**src/rtl/row_dispatch_ctrl.sv**
```systemverilog
// row_dispatch_ctrl
// Round-robin row scheduler for the row-wise sparse x dense multiply array.
// Sparse-row descriptors (nonzero count per row) arrive over a valid/ready
// handshake. Each row is issued to the PE selected by a rotating one-hot
// pointer, and issue waits while that PE is busy. After the last row the
// controller waits for every PE to go idle and then pulses done.
//
// Build option:
//   SKIP_EMPTY_ROWS_EN - when defined, rows with a zero nonzero count are
//                        consumed in FETCH without being dispatched and
//                        without moving the pointer. When undefined, empty
//                        rows are dispatched like any other row (pe_nnz = 0).

module row_dispatch_ctrl #(
    parameter int NUM_PE = 280,
    parameter int ROW_W  = 16,
    parameter int NNZ_W  = 8
) (
    input  logic              clk,
    input  logic              rst,
    input  logic              start,
    input  logic [ROW_W-1:0]  num_rows,
    input  logic              rp_valid,
    input  logic [NNZ_W-1:0]  rp_nnz,
    output logic              rp_ready,
    input  logic [NUM_PE-1:0] pe_busy,
    output logic              pe_load,
    output logic [NUM_PE-1:0] pe_sel,
    output logic [ROW_W-1:0]  pe_row_idx,
    output logic [NNZ_W-1:0]  pe_nnz,
    output logic              busy,
    output logic              done
);

    typedef enum logic [1:0] {
        IDLE     = 2'd0,
        FETCH    = 2'd1,
        DISPATCH = 2'd2,
        DRAIN    = 2'd3
    } state_t;

    // Pointer value that selects PE0.
    localparam logic [NUM_PE-1:0] PTR_INIT = {{(NUM_PE-1){1'b0}}, 1'b1};

    // Rotate the one-hot pointer left by one; the top PE wraps to PE0.
    function automatic logic [NUM_PE-1:0] rotl1(input logic [NUM_PE-1:0] v);
        return {v[NUM_PE-2:0], v[NUM_PE-1]};
    endfunction

    state_t              state_r;
    state_t              state_s;

    logic [NUM_PE-1:0]   ptr_r;
    logic [ROW_W-1:0]    num_rows_r;
    logic [ROW_W-1:0]    row_cnt_r;
    logic [ROW_W-1:0]    row_idx_r;
    logic [NNZ_W-1:0]    nnz_r;

    logic                pe_load_r;
    logic [NUM_PE-1:0]   pe_sel_r;
    logic [ROW_W-1:0]    pe_row_idx_r;
    logic [NNZ_W-1:0]    pe_nnz_r;
    logic                done_r;

    logic                job_start_s;  // start accepted in IDLE
    logic                take_s;       // descriptor latched for dispatch
    logic                skip_s;       // empty descriptor consumed in place
    logic                issue_s;      // row handed to the PE under ptr
    logic                finish_s;     // all PEs idle after the last row
    logic                last_row_s;   // row_cnt_r addresses the final row
    logic                ready_s;

    // The row counter never exceeds num_rows_r, so a full 2^ROW_W-1 row job
    // ends at the all-ones count without wrapping.
    assign last_row_s = (row_cnt_r == (num_rows_r - ROW_W'(1)));

    // Next-state decode and single-cycle control strobes.
    always_comb begin
        state_s     = state_r;
        job_start_s = 1'b0;
        take_s      = 1'b0;
        skip_s      = 1'b0;
        issue_s     = 1'b0;
        finish_s    = 1'b0;
        ready_s     = 1'b0;
        case (state_r)
            IDLE: begin
                if (start) begin
                    job_start_s = 1'b1;
                    if (num_rows == {ROW_W{1'b0}}) begin
                        state_s = DRAIN;
                    end else begin
                        state_s = FETCH;
                    end
                end else begin
                    state_s = IDLE;
                end
            end
            FETCH: begin
                // Ready is withheld during reset so a descriptor offered in
                // the reset cycle is left for the next job.
                ready_s = ~rst;
                if (rp_valid && !rst) begin
`ifdef SKIP_EMPTY_ROWS_EN
                    if (rp_nnz == {NNZ_W{1'b0}}) begin
                        skip_s = 1'b1;
                        if (last_row_s) begin
                            state_s = DRAIN;
                        end else begin
                            state_s = FETCH;
                        end
                    end else begin
                        take_s  = 1'b1;
                        state_s = DISPATCH;
                    end
`else
                    take_s  = 1'b1;
                    state_s = DISPATCH;
`endif
                end else begin
                    state_s = FETCH;
                end
            end
            DISPATCH: begin
                // Strict round-robin: a busy target holds the row rather than
                // looking for another free PE.
                if ((pe_busy & ptr_r) == {NUM_PE{1'b0}}) begin
                    issue_s = 1'b1;
                    if (last_row_s) begin
                        state_s = DRAIN;
                    end else begin
                        state_s = FETCH;
                    end
                end else begin
                    state_s = DISPATCH;
                end
            end
            DRAIN: begin
                if (pe_busy == {NUM_PE{1'b0}}) begin
                    finish_s = 1'b1;
                    state_s  = IDLE;
                end else begin
                    state_s = DRAIN;
                end
            end
            default: begin
                state_s = IDLE;
            end
        endcase
    end

    // State register.
    always_ff @(posedge clk) begin
        if (rst) begin
            state_r <= IDLE;
        end else begin
            state_r <= state_s;
        end
    end

    // Job bookkeeping: row count, pointer, and the descriptor awaiting issue.
    always_ff @(posedge clk) begin
        if (rst) begin
            ptr_r      <= PTR_INIT;
            num_rows_r <= {ROW_W{1'b0}};
            row_cnt_r  <= {ROW_W{1'b0}};
            row_idx_r  <= {ROW_W{1'b0}};
            nnz_r      <= {NNZ_W{1'b0}};
        end else begin
            if (job_start_s) begin
                num_rows_r <= num_rows;
                row_cnt_r  <= {ROW_W{1'b0}};
                ptr_r      <= PTR_INIT;
            end
            if (take_s) begin
                nnz_r     <= rp_nnz;
                row_idx_r <= row_cnt_r;
            end
            if (skip_s || issue_s) begin
                row_cnt_r <= row_cnt_r + ROW_W'(1);
            end
            if (issue_s) begin
                ptr_r <= rotl1(ptr_r);
            end
        end
    end

    // Registered PE dispatch interface and completion pulse.
    always_ff @(posedge clk) begin
        if (rst) begin
            pe_load_r    <= 1'b0;
            pe_sel_r     <= {NUM_PE{1'b0}};
            pe_row_idx_r <= {ROW_W{1'b0}};
            pe_nnz_r     <= {NNZ_W{1'b0}};
            done_r       <= 1'b0;
        end else begin
            pe_load_r <= issue_s;
            pe_sel_r  <= issue_s ? ptr_r : {NUM_PE{1'b0}};
            done_r    <= finish_s;
            if (issue_s) begin
                pe_row_idx_r <= row_idx_r;
                pe_nnz_r     <= nnz_r;
            end
        end
    end

    assign rp_ready   = ready_s;
    assign busy       = (state_r != IDLE);
    assign pe_load    = pe_load_r;
    assign pe_sel     = pe_sel_r;
    assign pe_row_idx = pe_row_idx_r;
    assign pe_nnz     = pe_nnz_r;
    assign done       = done_r;

endmodule

```
**config.mk**
```make
export PLATFORM = sky130hd
export DESIGN_NAME = row_dispatch_ctrl
export DESIGN_NICKNAME = d
export VERILOG_FILES = /design/src/rtl/row_dispatch_ctrl.sv
export SDC_FILE = /design/constraint.sdc
export NUM_CORES = 1
export LEC_CHECK = 0
export CORE_AREA = 2 2 239 241
export CTS_CLUSTER_SIZE = 14
export DETAILED_ROUTE_END_ITERATION = 12
export DIE_AREA = 0 0 241 243
export PLACE_DENSITY = 0.71
export SYNTH_ARGS = -nofsm -noshare
export SYNTH_HDL_FRONTEND = slang
export SYNTH_SLANG_ARGS = --single-unit
```
**constraint.sdc**
```tcl
create_clock -name clk -period 10.56 [get_ports clk]
set_clock_uncertainty 0.15 [all_clocks]
set_input_delay 3.168 -clock clk [delete_from_list [all_inputs] [get_ports clk]]
set_output_delay 3.168 -clock clk [all_outputs]
set_load 0.005 [all_outputs]
```
==> results of run 1 <==
-- how the worst min path moves through the flow --
stage	start	endpoint	slack (ns)
after floorplan	num_rows_r[14]$_SDFFE_PP0P_	num_rows_r[14]$_SDFFE_PP0P_	0.30
after global placement	num_rows_r[15]$_SDFFE_PP0P_	num_rows_r[15]$_SDFFE_PP0P_	0.31
after detailed placement	num_rows_r[15]$_SDFFE_PP0P_	num_rows_r[15]$_SDFFE_PP0P_	0.31
after CTS	ptr_r[179]$_SDFFE_PP0P_	pe_sel[179]$_SDFF_PP0_	0.32
after global routing	num_rows_r[15]$_SDFFE_PP0P_	num_rows_r[15]$_SDFFE_PP0P_	0.34
final	ptr_r[179]$_SDFFE_PP0P_	pe_sel[179]$_SDFF_PP0_	0.32
-- worst max-delay path, stage by stage --
cell,delay (ns)
buf_2,0.08
buf_4,0.51
nand2b_1,0.24
nor2_1,0.06
clkdlybuf4s50_1,0.47
-- area by class of cell --
cell class,count,area (um2),share of cell area [%]
Antenna cell,4,10.0,0.0307
Multi-Input combinational cell,1230,7790,23.9
Clock inverter,24,398,1.22
Sequential cell,644,12900,39.6
Tap cell,756,946,2.90
Clock buffer,103,2070,6.35
Timing Repair Buffer,627,6300,19.4
Inverter,577,2170,6.65
-- per-stage QoR --
stage	area, um2	cells	total power, mW	hold WS [ns]	util (%)
after floorplan	23600	2621	2.61	0.296	-
after global placement	30100	3834	2.83	0.311	53.8
after detailed placement	30100	3834	2.83	0.313	53.8
after CTS	32600	3961	5.42	0.319	58.2
after global routing	32600	3964	5.54	0.338	58.2
final	32600	3965	5.42	0.323	58.2
-- power by group --
part	internal (mW)	total, mW	leakage, nW	switching, mW
clock	1.61	2.63	1.21	1.02
sequential	2.44	2.45	5.19	0.0102
combinational	0.138	0.343	7.13	0.205
-- flip-flops by register name, summed over array words and instances (netlist names), 2 cells and up --
register,flops
ptr_r,280
row_cnt_r,16
state_r,2
row_idx_r,16
pe_row_idx,16
pe_sel,280
pe_nnz,8
num_rows_r,16
nnz_r,8
-- cell families after synthesis --
family,count (synthesis),share of synthesized area [%]
AO/OA/AOI/OAI,554,17.2
adder cells (fa/ha/maj),2,0.106
AND/OR/NAND/NOR,647,14.5
flip-flops,644,54.6
multiplexers,5,0.223
XOR/XNOR,22,0.816
buffers and inverters,747,12.5
-- layout by cell type (no fill, tap or decap), drive strengths merged, types with 64 or more instances in the layout --
cell | Yosys | final
nor4 | 80 | 80
clkbuf | 88 | 103
o31ai | 293 | 293
inv | 577 | 580
nand2 | 92 | 92
a22o | 64 | 64
dfxtp | 644 | 644
nand3 | 295 | 295
clkdlybuf4s50 | 0 | 614
a221oi | 65 | 65
nand4 | 72 | 72
-- metal layers --
layer,wire length (um),part of all wire (%),vias up,track usage (%)
met5,11,0.0098,-,0
met4,7050,6.3,2,20.6
met3,10100,9.0,277,8.28
met2,49700,44,1289,56.9
met1,45100,40,11028,48.3
li1,-,-,10079,-
==> run summary, run 1 <==
CTS root buffer = clkbuf_16
Chip height = 243 um
CTS Sinks = 644
Die area = 58600 um2
FILL cells = 4942
CTS max path bufs = 3
Count leader, synth = dfxtp_1
Worst vdd ir = 140 uV
Synth cell count leaders = 644 x dfxtp_1, 577 x inv_1, 295 x nand3_1
Share of cells above drive strength 1 = 4.31%
Pwr Density = 166 nW/um2
RR Endpoint = ptr_r[104]$_SDFFE_PP0P_
Synth warn = 0
Worst flop-to-flop path startpoint = ptr_r[176]$_SDFFE_PP0P_
Clk_lat worst skew = 0.62 ns
Worst slew pin tran = 1.22 ns
Synth async-reset ratio = 0%
Relative slew slack = 18.4%
Initial DRC count = 2680
Fin worst setup slack = 2.71 ns
Top cell type's share of synthesized area = 54.6%
Fin crit share = 74.4%
CP Capture Type = output port
Yosys reg bits = 644
Startpoint types = input port
Setup crit start = rst
Sequential share of the synthesized area = 54.6%
Synth top area cells = dfxtp_1 55%, o31ai_1 9.3%, inv_1 9.2%
Fmax = 0.127 GHz
Vias per cell = 5.72
Mapped cell area = 23600 um2
Gr usage total = 37.1%
Clock transition at path regs = 0.06 ns
CTS buffer count = 70
Max H-tree Level = 3
RSZ-0062 raised after global routing = false
Post_cts resized = 0
Avg WL per Cell = 28.2 um
Final WL = 112000 um
Critical Path RT = 7.24 ns
Initial antenna violation count = 5
Row count = 87
DR vias = 22.7k
Initial Utilization = 42.2%
Largest net degree at the start of global routing = 221
Worst Path Max Fanout = 74
Synthesized Nets = 2931
Static leakage = 13.5 nW
Final setup viols = 0
Area of the core = 56000 um2
Worst hold path type = reg2reg
First-pass GRT wire length = 156000 um
PortBufs = 615
Area leader, netlist = dfxtp_1
Netlist cell types = 48
Setup tns final = 0 ns
CP Capture Point = rp_ready
Post-Place Setup Slack = 2.70 ns
Predominant post-synthesis flop cell = dfxtp_1
Number of nets still failing antenna checks after routing = 0
R2R setup slack = 5.98 ns
DRC = 0
Final HPWL from detailed placement = 87800 um
R2r worst-path depth = 8
Top-Level Pins = 616
Slew Viols, Final = 0
Syn_area_per_cell = 9.01 um2
Overflow after GRT = 0
DRT Pass-1 Iters = 6
Final min period = 7.85 ns
Area Growth Syn to Fin = 37.9%
Post-Syn Instances = 2621
Vias in the first global route = 21.7k
Post-synth EDFFs = 0
Final hold violations = 0
CP arrival = 4.54 ns
RePlAce Congestion = 1.03
Layout net count = 3460
Postcts setup bufs = 0
WS Path Type = in2out
MaxCap Viol Count = 0
Die Width = 241 um
CTS tree = built
Cts hold-fix bufs = 0
Hold path depth = 2
Status = completed
Note: power is estimated with default switching activity, not from simulation.
==> inputs of run 2 (changes only) <==
==> constraint.sdc (replaced) <==
create_clock -name clk -period 7.35 [get_ports clk]
set_clock_uncertainty 0.15 [all_clocks]
set_input_delay 2.205 -clock clk [delete_from_list [all_inputs] [get_ports clk]]
set_output_delay 2.205 -clock clk [all_outputs]
set_load 0.005 [all_outputs]
==> run 2 against run 1 <==
First-iteration DRC count grew 4.1%. Register-to-register slack lost 2.6 ns. Sequential share of layout area shrank 0.10 points. Die area is the same. Combinational power grew 47%. Critical endpoint is now ptr_r[217]$_SDFFE_PP0P_.
==> run summary, run 2 (synthesis gave the netlist of run 1 again) <==
Status = completed
Initial DRC count = 2789 (+4.1%)
Die Width = 241 um (unchanged)
Vias per cell = 5.75 (+0.52%)
PortBufs = 615 (unchanged)
Share of cells above drive strength 1 = 4.79% (+0.48 points)
Relative slew slack = 25.7% (+7.3 points)
Initial Utilization = 42.2% (unchanged)
Met3 usage = 7.84% (-0.44 points)
R2R setup slack = 3.43 ns (-2.55 ns)
Die area = 58600 um2 (unchanged)
GR met1 Demand/Resource = 48.8% (+0.51 points)
CTS tree = built
Final setup viols = 0 (unchanged)
Max H-tree Level = 3 (unchanged)
Buf/Inv on CP = 2 (-1)
Worst hold path type = reg2reg
CP Capture Type = flip-flop
Worst slew pin tran = 1.10 ns (-0.119 ns)
First-pass GRT wire length = 156000 um (-0.39%)
Critical Path RT = 7.66 ns (+0.42 ns)
Worst flop-to-flop path startpoint = ptr_r[264]$_SDFFE_PP0P_
Overflow after GRT = 0 (unchanged)
Setup tns final = 0 ns (unchanged)
Clock transition at path regs = 0.06 ns (about the same)
R2r worst-path depth = 8 (unchanged)
Commonest non-fill, non-tap cell in the layout = dfxtp_1
Avg WL per Cell = 28.3 um (+0.31%)
Post-Place Setup Slack = 1.14 ns (-1.56 ns)
Worst Path Max Fanout = 165 (+120%)
Min-Delay Endpoint = pe_nnz[0]$_SDFFE_PP0N_
Slew Viols, Final = 0 (unchanged)
Final WL = 113000 um (+0.53%)
Post_cts resized = 0 (unchanged)
WS Path Type = in2reg
Pwr Density = 237 nW/um2 (+42%)
Met2 usage = 56.3% (-0.52 points)
Worst vdd ir = 166 uV (+18%)
DR vias = 22.8k (+0.75%)
Chip height = 243 um (unchanged)
Family with the most delay on the worst path = simple AND/OR/NAND/NOR gates
Hold path depth = 2 (unchanged)
Fmax = 0.175 GHz
DRT Pass-1 Iters = 6 (unchanged)
RSZ-0062 raised after global routing = false
Static leakage = 13.6 nW (+0.39%)
Design area = 32700 um2 (+0.25%)
Final hold violations = 0 (unchanged)
Postcts setup bufs = 0 (unchanged)
Gr busiest metal = met2
RR Endpoint = ptr_r[217]$_SDFFE_PP0P_
Cts hold-fix bufs = 0 (unchanged)
Number of nets still failing antenna checks after routing = 0 (unchanged)
Most frequent cells in the layout = 644 x dfxtp_1, 614 x clkdlybuf4s50_1, 577 x inv_1
Largest net degree at the start of global routing = 166 (-25%)
CTS buffer count = 70 (unchanged)
Startpoint types = input port
Final HPWL from detailed placement = 88200 um (+0.43%)
FILL cells = 4983 (+0.83%)
CTS Sinks = 644 (unchanged)
CP arrival = 6.03 ns (+1.49 ns)
Dpl cell area = 30200 um2 (+0.43%)
Vias in the first global route = 21.9k (+0.74%)
MaxCap Viol Count = 0 (unchanged)
Worst Hold Margin = 0.315 ns (-0.00773 ns)
Fin crit share = 77.9%
CTS max path bufs = 3 (unchanged)
Area of the core = 56000 um2 (unchanged)
Crit path max-delay cell type = or4_1
Final min period = 5.73 ns
Crit path cell chain = clkdlybuf4s50_1 -> a22o_1 -> a221oi_1 -> nand4_1 -> or4_1 -> nor3_4 -> and3_4 -> buf_12 -> o31ai_1
Min-delay src = nnz_r[0]$_SDFFE_PP0P_
Area Growth Syn to Fin = 38.3%
DRC = 0 (unchanged)
RePlAce Congestion = 1.05 (+1.8%)
Top-Level Pins = 616 (unchanged)
Clk_lat worst skew = 0.61 ns (about the same)
Row count = 87 (unchanged)
CTS root buffer = clkbuf_16
Critical Path Max Stage Delay = 0.65 ns (+0.14 ns)
Initial antenna violation count = 6 (+1)
Fin worst setup slack = 1.62 ns (-1.08 ns)
Gr usage total = 37.1% (-0.041 points)
Layout net count = 3469 (+0.26%)
[run 2: area by class of cell]
cell class / count / area [um2] / share of cell area (%)
Clock buffer: 94 / 2020 / 6.17
Antenna cell: 3 / 7.51 / 0.0230
Timing Repair Buffer: 636 / 6430 / 19.7
Clock inverter: 34 / 405 / 1.24
Inverter: 577 / 2170 / 6.63
Multi-Input combinational cell: 1230 / 7790 / 23.8
Sequential cell: 644 / 12900 / 39.5
Tap cell: 756 / 946 / 2.90
[run 2: worst max-delay path by stage]
stage,start,endpoint,slack [ns],depth (start not counted)
2_1_floorplan,rst,rp_ready,2.51,2
3_3_place_gp,pe_busy[183],ptr_r[49]$_SDFFE_PP0P_,1.23,10
3_5_place_dp,pe_busy[259],ptr_r[189]$_SDFFE_PP0P_,1.14,9
4_1_cts,pe_busy[259],ptr_r[189]$_SDFFE_PP0P_,1.75,9
5_1_grt,pe_busy[193],ptr_r[90]$_SDFFE_PP0P_,1.61,9
6_report,pe_busy[193],ptr_r[217]$_SDFFE_PP0P_,1.62,9
[run 2: metrics by stage]
stage / total power [mW] / std cells / util (%)
floorplan: 3.75 / 2621 / -
global placement: 4.08 / 3843 / 54.0
detailed placement: 4.08 / 3843 / 54.0
CTS: 7.74 / 3971 / 58.3
global route: 7.92 / 3971 / 58.3
finish: 7.73 / 3974 / 58.4
[run 2: layer usage]
layer  up-vias  routed length, um
li1      10116                  -
met1     11075              45000
met2      1354              49900
met3       298              10700
met4         2               6960
met5         -                 13
[run 2: worst register-to-register path, cell delays in order, from the launching register on]
cell      delay [ns]
dfxtp_1         0.42
a22o_1          0.25
a221oi_1        0.55
nand4_1         0.13
or4_1           0.60
nor3_4          0.44
and3_4          0.32
buf_12          0.58
o31ai_1         0.32
[run 2: power breakdown]
group	internal, mW	switching (mW)
clock	2.22	1.49
combinational	0.203	0.300
sequential	3.50	0.0149
==> RTL edit: new RTL, flow settings as in run 2 <==
`NNZ_W`: 8 -> 12.
--- a/src/rtl/row_dispatch_ctrl.sv
+++ b/src/rtl/row_dispatch_ctrl.sv
@@ -16,3 +16,3 @@
     parameter int ROW_W  = 16,
-    parameter int NNZ_W  = 8
+    parameter int NNZ_W  = 12
 ) (
Interface: changed (resized pe_nnz and rp_nnz); port bits go from 616 to 624. The function was not compared with the original's and may differ.
==> RTL edit against run 2 <==
  * Wire length is 1.1% lower
  * Sequential cell count rose by 8
  * Area after synthesis decreased by 9.4%
  * Setup slack got worse by 0.044 ns
  * Critical path depth up 2
  * Register-to-register slack got worse by 0.17 ns
  * Hold slack better by 0.0056 ns
  * Synthesized cell count decreased by 26%
  * Power is 0.66% higher
  * Clock power up 2%
  * Cell area down 5.6%
  * Largest cell class unchanged
  * Largest power group unchanged
==> RTL edit: results (changes against run 2) <==
.. list-table::
   :header-rows: 1

   * - Metric
     - Value
   * - Number of instances on the worst hold path
     - 1 (was 2)
   * - Routed met3 length
     - 11000 microns (was 10700 microns)
   * - Total Power
     - 7.78 mW (was 7.73 mW)
   * - Max FO, Critical Path
     - 88 (was 165)
   * - Post-synthesis compound-gate area fraction
     - 17.4% (was 17.2%)
   * - Multiplexer area fraction after synthesis
     - 1.74% (was 0.223%)
   * - Result of the run
     - completed (unchanged)
   * - DR WL/cell
     - 33.1 microns (was 28.3 microns)
   * - Met2 track demand over resource
     - 58.6% (was 56.3%)
   * - Met1 GRT Util
     - 46.6% (was 48.8%)
   * - Launch point of the critical path
     - pe_busy[33] (was pe_busy[193])
   * - Final hold slack
     - 0.321 ns (was 0.315 ns)
   * - Number of global-route vias before repair
     - 18700 (was 21900)
   * - Pin count of the biggest net entering global routing
     - 169 (was 166)
   * - Synth top cells by count
     - 652 x sky130_fd_sc_hd__dfxtp_1, 280 x sky130_fd_sc_hd__a21o_1, 280 x sky130_fd_sc_hd__and2_1 (was 644 x sky130_fd_sc_hd__dfxtp_1, 577 x sky130_fd_sc_hd__inv_1, 295 x sky130_fd_sc_hd__nand3_1)
   * - Synthesized Nets
     - 2243 (was 2931)
   * - Internal power
     - 6.02 mW (was 5.92 mW)
   * - Source of the worst register-to-register timing path
     - ptr_r[99] (was ptr_r[264])
   * - Met3 Use GR
     - 10.2% (was 7.84%)
   * - Layout cells sized above 1
     - 5.23% (was 4.79%)
   * - Xor and xnor fraction of the mapped netlist area
     - 0.901% (was 0.816%)
   * - Dpl hpwl
     - 92200 microns (was 88200 microns)
   * - Net count, final
     - 2861 (was 3469)
   * - Number of unique standard cell types used by synthesis
     - 47 (was 48)
   * - Data arrival, critical path
     - 6.19 ns (was 6.03 ns)
   * - Met2 WL post-DR
     - 50600 microns (was 49900 microns)
RTL edit: cell types whose count changed after synthesis, moves of 276 or more:
cell | before | now
sky130_fd_sc_hd__nand3_1 | 295 | 14
sky130_fd_sc_hd__a21o_1 | 1 | 280
sky130_fd_sc_hd__o31ai_1 | 293 | 0
sky130_fd_sc_hd__inv_1 | 577 | 11
sky130_fd_sc_hd__and2_1 | 4 | 280
RTL edit: through the flow:
step	worst slack (ns)	std cells	instance area, sq um
detailed placement	0.996	3231	28300
CTS	1.63	3358	30800
finish	1.58	3364	30800
global route	1.50	3360	30800
floorplan	2.38	1929	21400
global placement	1.02	3231	28300
RTL edit: cell type report:
class	count	area share [%]
Sequential cell	652	42.3
Multi-Input combinational cell	1177	25.7
Tap cell	756	3.07
Clock buffer	94	6.40
Inverter	11	0.134
Antenna cell	6	0.0487
Clock inverter	33	1.66
Timing Repair Buffer	635	20.7
